`config.mk`:
```
export PLATFORM = sky130hd
export DESIGN_NAME = issue_controller
export DESIGN_NICKNAME = d
export VERILOG_FILES = /design/src/rtl/issue_controller.sv
export SDC_FILE = /design/constraint.sdc
export NUM_CORES = 1
export LEC_CHECK = 0
export ABC_CLOCK_PERIOD_IN_PS = 4700
export CAP_MARGIN = 0
export CELL_PAD_IN_SITES_DETAIL_PLACEMENT = 1
export CELL_PAD_IN_SITES_GLOBAL_PLACEMENT = 2
export CORE_MARGIN = 2
export CORE_UTILIZATION = 31
export DETAILED_ROUTE_END_ITERATION = 8
export PLACE_DENSITY_LB_ADDON = 0.1
export RECOVER_POWER = 50
export SETUP_SLACK_MARGIN = 0.15
export SYNTH_ARGS = -nofsm -noshare
export SYNTH_HDL_FRONTEND = slang
export SYNTH_SLANG_ARGS = --single-unit
```
`constraint.sdc`:
```
create_clock -name clk -period 4.7 [get_ports clk]
set_clock_uncertainty 0.15 [all_clocks]
set_input_delay 0.705 -clock clk [delete_from_list [all_inputs] [get_ports clk]]
set_output_delay 0.705 -clock clk [all_outputs]
set_load 0.01 [all_outputs]
```
`src/rtl/issue_controller.sv`:
```
// Dual-slot in-order issue controller: decodes the two queue head slots, checks
// reservation-station room, pops 0/1/2 entries and tracks ADD/MUL RS occupancy.
module issue_controller #(
    parameter int unsigned ADD_RS_DEPTH = 3,
    parameter int unsigned MUL_RS_DEPTH = 2,
    parameter int unsigned CNT_W        = 3
) (
    input  logic             clk,
    input  logic             rst,
    input  logic             start,
    input  logic             inst1_valid,
    input  logic [7:0]       inst1_type,
    input  logic             inst2_valid,
    input  logic [7:0]       inst2_type,
    input  logic             add_done,
    input  logic             mul_done,
    output logic [1:0]       select_instruction,
    output logic             issue1_valid,
    output logic             issue1_rs,
    output logic             issue2_valid,
    output logic             issue2_rs,
    output logic [CNT_W-1:0] add_rs_used,
    output logic [CNT_W-1:0] mul_rs_used,
    output logic [15:0]      stall_cycles,
    output logic             halted
);

    typedef enum logic [1:0] {
        S_IDLE  = 2'd0,
        S_RUN   = 2'd1,
        S_DRAIN = 2'd2,
        S_DONE  = 2'd3
    } state_t;

    localparam logic [CNT_W:0] ADD_LIM = (CNT_W+1)'(ADD_RS_DEPTH);
    localparam logic [CNT_W:0] MUL_LIM = (CNT_W+1)'(MUL_RS_DEPTH);

    state_t           state_q, state_d;
    logic [CNT_W-1:0] add_used_q, add_used_d;
    logic [CNT_W-1:0] mul_used_q, mul_used_d;
    logic [15:0]      stall_q, stall_d;
    logic             halted_q, halted_d;

    logic             is_add1_s, is_mul1_s, is_halt1_s;
    logic             is_add2_s, is_mul2_s, is_halt2_s;
    logic             room1_s, room2_s, iss1_s, iss2_s;
    logic [CNT_W-1:0] add_inc_s, mul_inc_s, add_dec_s, mul_dec_s;
    logic [CNT_W:0]   add_need2_s, mul_need2_s;

    // Decode, capacity check (registered counts only) and issue selection
    always_comb begin
        is_add1_s  = (inst1_type == 8'h01) || (inst1_type == 8'h02);
        is_mul1_s  = (inst1_type == 8'h03) || (inst1_type == 8'h04);
        is_halt1_s = (inst1_type == 8'hFF);
        is_add2_s  = (inst2_type == 8'h01) || (inst2_type == 8'h02);
        is_mul2_s  = (inst2_type == 8'h03) || (inst2_type == 8'h04);
        is_halt2_s = (inst2_type == 8'hFF);

        // Slot 2 must fit behind whatever slot 1 takes from the same station
        add_need2_s = {1'b0, add_used_q} + (CNT_W+1)'(is_add1_s) + {{CNT_W{1'b0}}, 1'b1};
        mul_need2_s = {1'b0, mul_used_q} + (CNT_W+1)'(is_mul1_s) + {{CNT_W{1'b0}}, 1'b1};

        if (is_add1_s) begin
            room1_s = ({1'b0, add_used_q} < ADD_LIM);
        end else if (is_mul1_s) begin
            room1_s = ({1'b0, mul_used_q} < MUL_LIM);
        end else begin
            room1_s = 1'b1;
        end

        if (is_add2_s) begin
            room2_s = (add_need2_s <= ADD_LIM);
        end else if (is_mul2_s) begin
            room2_s = (mul_need2_s <= MUL_LIM);
        end else begin
            room2_s = 1'b1;
        end

        iss1_s = (state_q == S_RUN) && inst1_valid && !is_halt1_s && room1_s;
        iss2_s = iss1_s && inst2_valid && !is_halt2_s && room2_s;

        if (iss2_s) begin
            select_instruction = 2'b10;
        end else if (iss1_s) begin
            select_instruction = 2'b01;
        end else begin
            select_instruction = 2'b00;
        end

        issue1_valid = iss1_s;
        issue1_rs    = iss1_s && is_mul1_s;
        issue2_valid = iss2_s;
        issue2_rs    = iss2_s && is_mul2_s;
    end

    // Next-state, occupancy, stall counter and halted flag
    always_comb begin
        state_d = state_q;
        case (state_q)
            S_IDLE: begin
                if (start) state_d = S_RUN;
                else       state_d = S_IDLE;
            end
            S_RUN: begin
                if (inst1_valid && is_halt1_s) state_d = S_DRAIN;
                else                           state_d = S_RUN;
            end
            S_DRAIN: begin
                if ((add_used_q == {CNT_W{1'b0}}) && (mul_used_q == {CNT_W{1'b0}})) state_d = S_DONE;
                else                                                                state_d = S_DRAIN;
            end
            S_DONE:  state_d = S_DONE;
            default: state_d = S_IDLE;
        endcase

        add_inc_s  = CNT_W'(iss1_s && is_add1_s) + CNT_W'(iss2_s && is_add2_s);
        mul_inc_s  = CNT_W'(iss1_s && is_mul1_s) + CNT_W'(iss2_s && is_mul2_s);
        add_dec_s  = CNT_W'(add_done && (add_used_q != {CNT_W{1'b0}}));
        mul_dec_s  = CNT_W'(mul_done && (mul_used_q != {CNT_W{1'b0}}));
        add_used_d = add_used_q + add_inc_s - add_dec_s;
        mul_used_d = mul_used_q + mul_inc_s - mul_dec_s;

        if ((state_q == S_RUN) && (select_instruction == 2'b00) && inst1_valid && (stall_q != 16'hFFFF)) begin
            stall_d = stall_q + 16'd1;
        end else begin
            stall_d = stall_q;
        end

        halted_d = (state_d == S_DONE);
    end

    // State and counter registers
    always_ff @(posedge clk or posedge rst) begin
        if (rst) begin
            state_q    <= S_IDLE;
            add_used_q <= {CNT_W{1'b0}};
            mul_used_q <= {CNT_W{1'b0}};
            stall_q    <= 16'd0;
            halted_q   <= 1'b0;
        end else begin
            state_q    <= state_d;
            add_used_q <= add_used_d;
            mul_used_q <= mul_used_d;
            stall_q    <= stall_d;
            halted_q   <= halted_d;
        end
    end

    assign add_rs_used  = add_used_q;
    assign mul_rs_used  = mul_used_q;
    assign stall_cycles = stall_q;
    assign halted       = halted_q;

endmodule

```
After elaboration in Yosys (flattened, before gate mapping)
Cells that the tools add are included.
{"block": "word_totals", "romBits": 0, "register_bits": 25, "in_bits": 23, "latch_bits": 0, "word_cells": 74, "ramBits": 0, "mem_count": 0, "out_inout_bits": 29}
{"block": "classes", "add_sub_neg": 11, "shifts": 0, "muxes": 10, "order_cmp": 4, "reduce_logical": 29, "div_mod_pow": 0, "bitwise_logic": 0, "n_mul": 0, "eq_ne": 15}
{"cell": "== test 8 x 2 -> 1 bit (second input constant)", "n": 4}
{"cell": "logical AND 1 bit", "n": 17}
{"cell": "adder 16 x 1 -> 16 bit (second input constant)", "n": 1}
{"cell": "== test 8 x 1 -> 1 bit (second input constant)", "n": 2}
{"cell": "== test 8 x 3 -> 1 bit (second input constant)", "n": 2}
{"cell": "== test 8 bit (second input constant)", "n": 2}
{"cell": "inequality test 16 bit (second input constant)", "n": 1}
{"cell": "adder 3 x 1 -> 4 bit", "n": 2}
{"cell": "adder 4 x 1 -> 4 bit (second input constant)", "n": 2}
{"cell": "less-or-equal comparator 4 x 2 -> 1 bit (second input constant)", "n": 2}
{"cell": "case mux 2 bit (4 select lines)", "n": 1}
{"cell": "2-to-1 mux 1 bit", "n": 7}
{"cell": "adder 3 x 2 -> 3 bit", "n": 2}
{"cell": "== test 2 bit (second input constant)", "n": 3}
{"cell": "logical NOT 3 bit", "n": 2}
{"cell": "< comparator 3 x 2 -> 1 bit (second input constant)", "n": 2}
{"cell": "nonzero test 3 bit", "n": 2}
{"cell": "subtractor 3 x 1 -> 3 bit", "n": 2}
{"cell": "adder 1 x 1 -> 2 bit", "n": 2}
{"cell": "logical NOT 2 bit", "n": 2}
{"cell": "logical OR 1 bit", "n": 4}
{"cell": "2-to-1 mux 2 bit", "n": 2}
{"cell": "== test 2 x 1 -> 1 bit (second input constant)", "n": 1}
{"cell": "logical NOT 1 bit", "n": 2}

Longest topological paths before layout
{"block": "depth", "ltp_word": 13, "ltp_mapped": 15, "depth_no_buf": 15}

Worst setup path after synthesis
No wires, ideal clock.
{"block": "synth_timing", "path_type": "input port to flip-flop", "from": "in inst1_type[4]", "to": "reg mul_used_q[2] (netlist: mul_rs_used[2])", "setup_time_ns": 0.123, "n_path_buf": 0, "t_arrival_ns": 3.902, "t_required_ns": 4.427, "path_slack_ns": 0.526, "stages": 14, "cell_sequence": "or4_4 > a211o_2 > ha_1 > inv_1 > ha_1 > a221o_1 > a21oi_1 > o311a_2 > nand2_1 > ha_1 > inv_1 > fa_1 > fa_1 > xnor2_1"}
{"block": "synth_between", "elab_chain_len": 12, "word_cells_on_any_way": 28, "classes_between": "7 x add/sub; 2 x order compare; 5 x eq/ne; 4 x mux; 10 x reduce/logical"}
{"item": "from (decl)", "line": "12", "source": "input logic [7:0] inst1_type,"}
{"item": "== test 8 x 2 -> 1 bit or == test 8 x 3 -> 1 bit (tied branches)", "line": "53", "source": "is_mul1_s = (inst1_type == 8'h03) || (inst1_type == 8'h04);"}
{"item": "logical OR 1 bit", "line": "53"}
{"item": "adder 3 x 1 -> 4 bit or 2-to-1 mux 1 bit (tied branches)", "line": "61, 65"}
{"item": "adder 4 x 1 -> 4 bit or 2-to-1 mux 1 bit (tied branches)", "line": "61, 63"}
{"item": "less-or-equal comparator 4 x 2 -> 1 bit or logical AND 1 bit (tied branches)", "line": "74, 79"}
{"item": "2-to-1 mux 1 bit or logical AND 1 bit (tied branches)", "line": "73, 80"}
{"item": "2-to-1 mux 1 bit or logical AND 1 bit (tied branches)", "line": "71, 80"}
{"item": "logical AND 1 bit *", "line": "80", "source": "iss2_s = iss1_s && inst2_valid && !is_halt2_s && room2_s;"}
{"item": "named net issue2_valid", "line": "20", "source": "output logic issue2_valid,"}
{"item": "logical AND 1 bit *", "line": "117", "source": "mul_inc_s = CNT_W'(iss1_s && is_mul1_s) + CNT_W'(iss2_s && is_mul2_s);"}
{"item": "adder 1 x 1 -> 2 bit *", "line": "117"}
{"item": "adder 3 x 2 -> 3 bit *", "line": "121", "source": "mul_used_d = mul_used_q + mul_inc_s - mul_dec_s;"}
{"item": "subtractor 3 x 1 -> 3 bit *", "line": "121"}
{"item": "named net mul_used_d[2]", "line": "40", "source": "logic [CNT_W-1:0] mul_used_q, mul_used_d;"}
{"item": "to (signal assigned)", "line": "137", "source": "mul_used_q <= {CNT_W{1'b0}};"}
{"item": "to (signal assigned)", "line": "143", "source": "mul_used_q <= mul_used_d;"}
{"item": "to (decl)", "line": "40"}
The timed path passes the listed nets; every way through them passes the cells marked *.
A chain may end at the register's enable or synchronous reset.

Worst setup path after layout
{"block": "layout_timing", "from": "in inst1_type[6]", "to": "out issue2_rs"}
{"block": "layout_between", "elab_chain_len": 9, "word_cells_on_any_way": 24, "classes_between": "4 x add/sub; 2 x order compare; 5 x eq/ne; 4 x mux; 9 x reduce/logical"}
{"item": "== test 8 x 2 -> 1 bit or == test 8 x 3 -> 1 bit (tied branches)", "line": "53"}
{"item": "logical OR 1 bit", "line": "53"}
{"item": "adder 3 x 1 -> 4 bit or 2-to-1 mux 1 bit (tied branches)", "line": "61, 65"}
{"item": "adder 4 x 1 -> 4 bit or 2-to-1 mux 1 bit (tied branches)", "line": "61, 63"}
{"item": "less-or-equal comparator 4 x 2 -> 1 bit or logical AND 1 bit (tied branches)", "line": "74, 79"}
{"item": "2-to-1 mux 1 bit or logical AND 1 bit (tied branches)", "line": "73, 80"}
{"item": "2-to-1 mux 1 bit or logical AND 1 bit (tied branches)", "line": "71, 80"}
{"item": "logical AND 1 bit *", "line": "80"}
{"item": "logical AND 1 bit *", "line": "93", "source": "issue2_rs = iss2_s && is_mul2_s;"}
{"item": "to (decl)", "line": "21", "source": "output logic issue2_rs,"}
Mark *: on every way between the ends. The rest lies on a longest branch, timed or not.

==> flow_metrics.env <==
export IMPL_status="finished clean"
export IMPL_grt_pass1_vias=1593
export IMPL_slowest_stage="or4_4"
export IMPL_post_drt_wl_per_cell_um=15.3
export IMPL_mostFrequentLayoutCells="clkdlybuf4s50_1 (34), dfrtp_1 (25), xor2_1 (18)"
export IMPL_antenna_found_initial=0
export IMPL_syn_num_nets=199
export IMPL_whs_ns=0.379
export IMPL_chipHeight_um=78.0
export IMPL_design_core_area_mm2=0.00520
export IMPL_synth_avg_cell_area_um2=10.4
export IMPL_viasPerCell=4.97
export IMPL_ant_nets=0
export IMPL_grt_use_total_pct=15.5
export IMPL_p_int_uw=546
export IMPL_cp_slowest_stage_delay_ns=0.55
export IMPL_start_util_pct=32.6
export IMPL_final_min_clock_period_ns=4.42
export IMPL_power_density_mw_per_mm2=374
export IMPL_rsz0062_at_grt="false"
export IMPL_port_buffers=51
export IMPL_area_growth_synth_to_final_pct=40.8
export IMPL_synth_cells=163
export IMPL_hold_viol_final=0
export IMPL_tightest_slew_ns=1.03
export IMPL_synth_seq_area_share_pct=36.8
export IMPL_rows=26
export IMPL_p_sw_share_pct=38.9
export IMPL_dp_hpwl_um=3600
export IMPL_tritoncts="built"
export IMPL_dieArea_mm2=0.00608
export IMPL_numCtsBuffers=3
export IMPL_clk_pin_slew_ns=0.11
export IMPL_pwr_share_comb_pct=45.0
export IMPL_routabilityCongestion=0.799
export IMPL_nFillCells=601
export IMPL_clock_sinks=25
export IMPL_setup_viol=0
export IMPL_clock_fmax_ghz=0.226
export IMPL_synth_edff_count=0
export IMPL_path_cells="clkdlybuf4s50_1, or4_4, a211o_2, ha_1, inv_1, ha_1, a221o_1, a21oi_2, o311a_4, and2_1, dlygate4sd2_1"
export IMPL_post_route_period_util_pct=94.0
export IMPL_die_x_um=78.0
export IMPL_cap_violations=0
export IMPL_crit_arrival_ns=3.56
export IMPL_grt_start_max_net_pins=26
export IMPL_firstDrtPassIters=4
export IMPL_p_leak_nw=1.06
export IMPL_maxSlewHeadroom_pct=31.5
export IMPL_timing_final_ws_setup_ns=0.281
export IMPL_wirelength_um=4470
export IMPL_cts_buffer_depth=2
export IMPL_root_buffer="clkbuf_8"
export IMPL_io_pins=52
export IMPL_final_common_cell="clkdlybuf4s50_1"
export IMPL_yosysUniqueCellTypes=43
export IMPL_pre_cts_slack_ns=-0.129
export IMPL_grt_pass1_wl_um=7610
export IMPL_antennaDiodeCount=0
export IMPL_htree_levels=1
export IMPL_start_kind="input pin"
export IMPL_dr_first_iter_drc_count=58
export IMPL_clk_latency_ns=0.28
export IMPL_power_switching_uw=347
export IMPL_crit_type="in -> out"
export IMPL_p_seq_share_pct=39.2
export IMPL_cp_common_cell="ha_1"
export IMPL_hp_class="reg -> reg"
export IMPL_drc=0
export IMPL_p_total_uw=894
export IMPL_synthFlopType="dfrtp_1"
export IMPL_syn_area_mm2=0.00170
export IMPL_synth_seq_cells=25
export IMPL_overflow=0
export IMPL_slew_viol_final=0
export IMPL_yosys_warnings=0
export IMPL_layout_drive_gt1_share_pct=14.0
export IMPL_synthArstFlopShare_pct=100
export IMPL_clockPowerShare_pct=15.8
export IMPL_cp_required_ns=3.85
export IMPL_peakVddDrop_mv=0.195
export IMPL_final_nets=259
export IMPL_cp_max_fo=6
export IMPL_vias=1450
export IMPL_end_kind="output port"
export IMPL_final_util_pct=45.9
[cell type report]
cell class	instances	area, µm²	area share (%)
Multi-Input combinational cell	122	1020	42.7
Clock inverter	1	8.76	0.366
Sequential cell	25	626	26.2
Timing Repair Buffer	58	558	23.4
Inverter	13	48.8	2.04
Clock buffer	3	41.3	1.73
Tap cell	70	87.6	3.66
[critical path, delay by kind of cell]
family,cells,cell delay [ns]
AO/OA/AOI/OAI,4,0.99
adder cells (fa/ha/maj),2,0.40
AND/OR/NAND/NOR,2,0.67
buffers and inverters,3,0.78
[power groups by stage]
| stage | clock (mW) | combinational (mW) | sequential (mW) |
|---|---|---|---|
| floorplan | 0 | 0.201 | 0.359 |
| global placement | 0 | 0.389 | 0.350 |
| detailed placement | 0 | 0.404 | 0.356 |
| CTS | 0.147 | 0.407 | 0.352 |
| global route | 0.157 | 0.453 | 0.366 |
| finish | 0.141 | 0.402 | 0.351 |
[routing by layer]
metal | vias to the layer above | routed length, µm | track usage [%]
met5 | - | 0 | 0
met4 | 0 | 23 | 3.68
met3 | 2 | 109 | 1.51
met2 | 24 | 2340 | 28.4
met1 | 715 | 2000 | 19.7
li1 | 709 | - | -
[worst paths after layout]
path	depth (start not counted)	to	start	slack, ns
max	11	issue2_rs	inst1_type[6]	0.28
min	1	stall_cycles[4]	stall_cycles[4]	0.38
max reg2reg	12	mul_rs_used[1]	mul_rs_used[0]	1.49
min reg2reg	1	stall_cycles[4]	stall_cycles[4]	0.38
max in group asynchronous	2	add_rs_used[1]	rst	2.82
min in group asynchronous	2	stall_cycles[1]	rst	0.95
[flip-flops by register name, indices dropped and copies added, names as in the netlist]
register,flops
add_rs_used,3
mul_rs_used,3
stall_cycles,16
state_q,2
halted,1
[synth_stat cells (2+ instances only)]
cell	number	area share, %
nand3b_1	2	0.88
nor4_2	2	1.5
nand2_1	10	2.2
nor4_1	5	1.8
a211oi_1	2	0.88
a2111oi_4	2	3.2
nor3_2	4	2.4
and3_1	3	1.1
or4_1	3	1.3
a21oi_1	2	0.59
nor2b_1	3	1.1
nor3_1	5	1.5
ha_1	9	6.6
inv_1	13	2.9
dfrtp_1	25	37
nand4_1	10	3.7
fa_1	4	4.7
and2_1	4	1.5
xor2_1	18	9.3
nand3_1	6	1.8
nor2_1	8	1.8
xnor2_1	2	1.0
[per-stage QoR]
stage	instances	area, µm²	TNS (ns)
after floorplan	163	1700	0
after global placement	287	2320	0
after detailed placement	287	2320	-0.172
after CTS	291	2370	0
after global routing	292	2390	0
final	292	2390	0
[cell families after synthesis]
kind of cell	Yosys count	share of synthesized area [%]
flops	25	36.8
fa+ha+maj	13	11.3
buf+inv	16	4.20
xor+xnor	20	10.3
simple gates	73	27.5
compound gates	15	9.14
mux	1	0.663
[what timing repair did]
item                                    in CTS  in global routing
setup buffers                                0                  1
resized for setup                            5                  3
hold buffers                                 0                  0
pin swaps                                    0                  1
endpoints found under the setup margin       4                  3
cloned                                       0                  0
No activity file was read; power rests on OpenSTA's default activity.
==> variant: new RTL, same flow settings <==
Make the reset (`rst`) synchronous in one clocked block.
--- a/src/rtl/issue_controller.sv
+++ b/src/rtl/issue_controller.sv
@@ -132,3 +132,3 @@
     // State and counter registers
-    always_ff @(posedge clk or posedge rst) begin
+    always_ff @(posedge clk) begin
         if (rst) begin
Check against the original RTL: differs if rst is asserted again (counterexample within 4 cycles, from zero or initial values and one cycle with rst high); with rst held inactive, the same outputs for 10 cycles.
==> variant against the original RTL <==
- design area is 2.8% higher
- setup slack improved by 41 ps
- clock power shrank 4%
- power down 21%
- combinational power shrank 26%
- routed wire length is 10% higher
- highest routed layer unchanged
- area after synthesis grew 0.81%
- sequential cell count unchanged
- non-clock buffer count grew 10
- sequential share of layout area down 5.8 points
- cell count is 15% higher
==> variant: results <==
export IMPL_fin_nets=302
export IMPL_status="finished, final reports clean"
export IMPL_grt_pass1_wl_mm=8.30
export IMPL_utilization_pct=45.5
export IMPL_pg_comb_uw=299
export IMPL_synth_fa_ha_area_share_pct=11.3
export IMPL_inv_count=16
export IMPL_reg2reg_slack_ps=940
export IMPL_yosys_mux_area_fraction_pct=1.90
export IMPL_post_cts_buffers=1
export IMPL_stdcell_area_um2=2460
export IMPL_grt_max_degree=27
export IMPL_syn_num_nets=237
export IMPL_yosysSeqAreaShare_pct=29.2
export IMPL_grtUsageMet3_pct=1.95
export IMPL_n_all_buffers=68
export IMPL_drtIter0Drc=49
export IMPL_dpl_cell_area_um2=2380
export IMPL_synth_xor_area_share_pct=3.07
export IMPL_seq_cell_share_pct=20.4
export IMPL_layout_nonclk_buf_share_pct=26.1
export IMPL_comb_multi_input_count=152
export IMPL_synth_area_leaders="dfxtp_1 (29%), ha_1 (6.6%), fa_1 (4.7%)"
export IMPL_viasPerCell=5.24
export IMPL_drtPass1Iterations=3
export IMPL_critical_path_max_stage_delay_ps=520
export IMPL_wl_met2_mm=2.52
export IMPL_fillCellCount=660
export IMPL_dp_hpwl_mm=3.93
export IMPL_drive_gt1_share_pct=14.0
export IMPL_peakVddDrop_uv=165
export IMPL_worstPathArrival_ps=4440
export IMPL_nFlopsAndLatches=25
export IMPL_worst_slew_pin_transition_ps=995
[variant: cell count changes after synthesis, sizes merged, moves of 7 or more]
cell,before,now
dfrtp,25,0
dfxtp,0,25
xor2,18,4
a21oi,2,13
nor2,8,15
o31ai,0,7
[variant: worst paths after layout]
path	cells past startpoint	start	end
hold reg to reg	2	stall_cycles[1]$_SDFFE_PP0P_	stall_cycles[1]$_SDFFE_PP0P_
setup reg to reg	13	add_rs_used[2]$_SDFF_PP0_	mul_rs_used[1]$_SDFF_PP0_
hold / removal	2	stall_cycles[1]$_SDFFE_PP0P_	stall_cycles[1]$_SDFFE_PP0P_
setup / recovery	16	inst1_type[2]	mul_rs_used[1]$_SDFF_PP0_
[variant: metrics by stage]
stage	setup WS (ps)	setup TNS [ps]	hold WS [ps]	total power [uW]	cells
6_report	321	0	384	707	337
5_1_grt	154	0	408	768	337
4_1_cts	129	0	390	713	336
3_5_place_dp	-125	-400	371	575	331
3_3_place_gp	-81.1	-204	356	561	331
2_1_floorplan	271	0	335	441	201
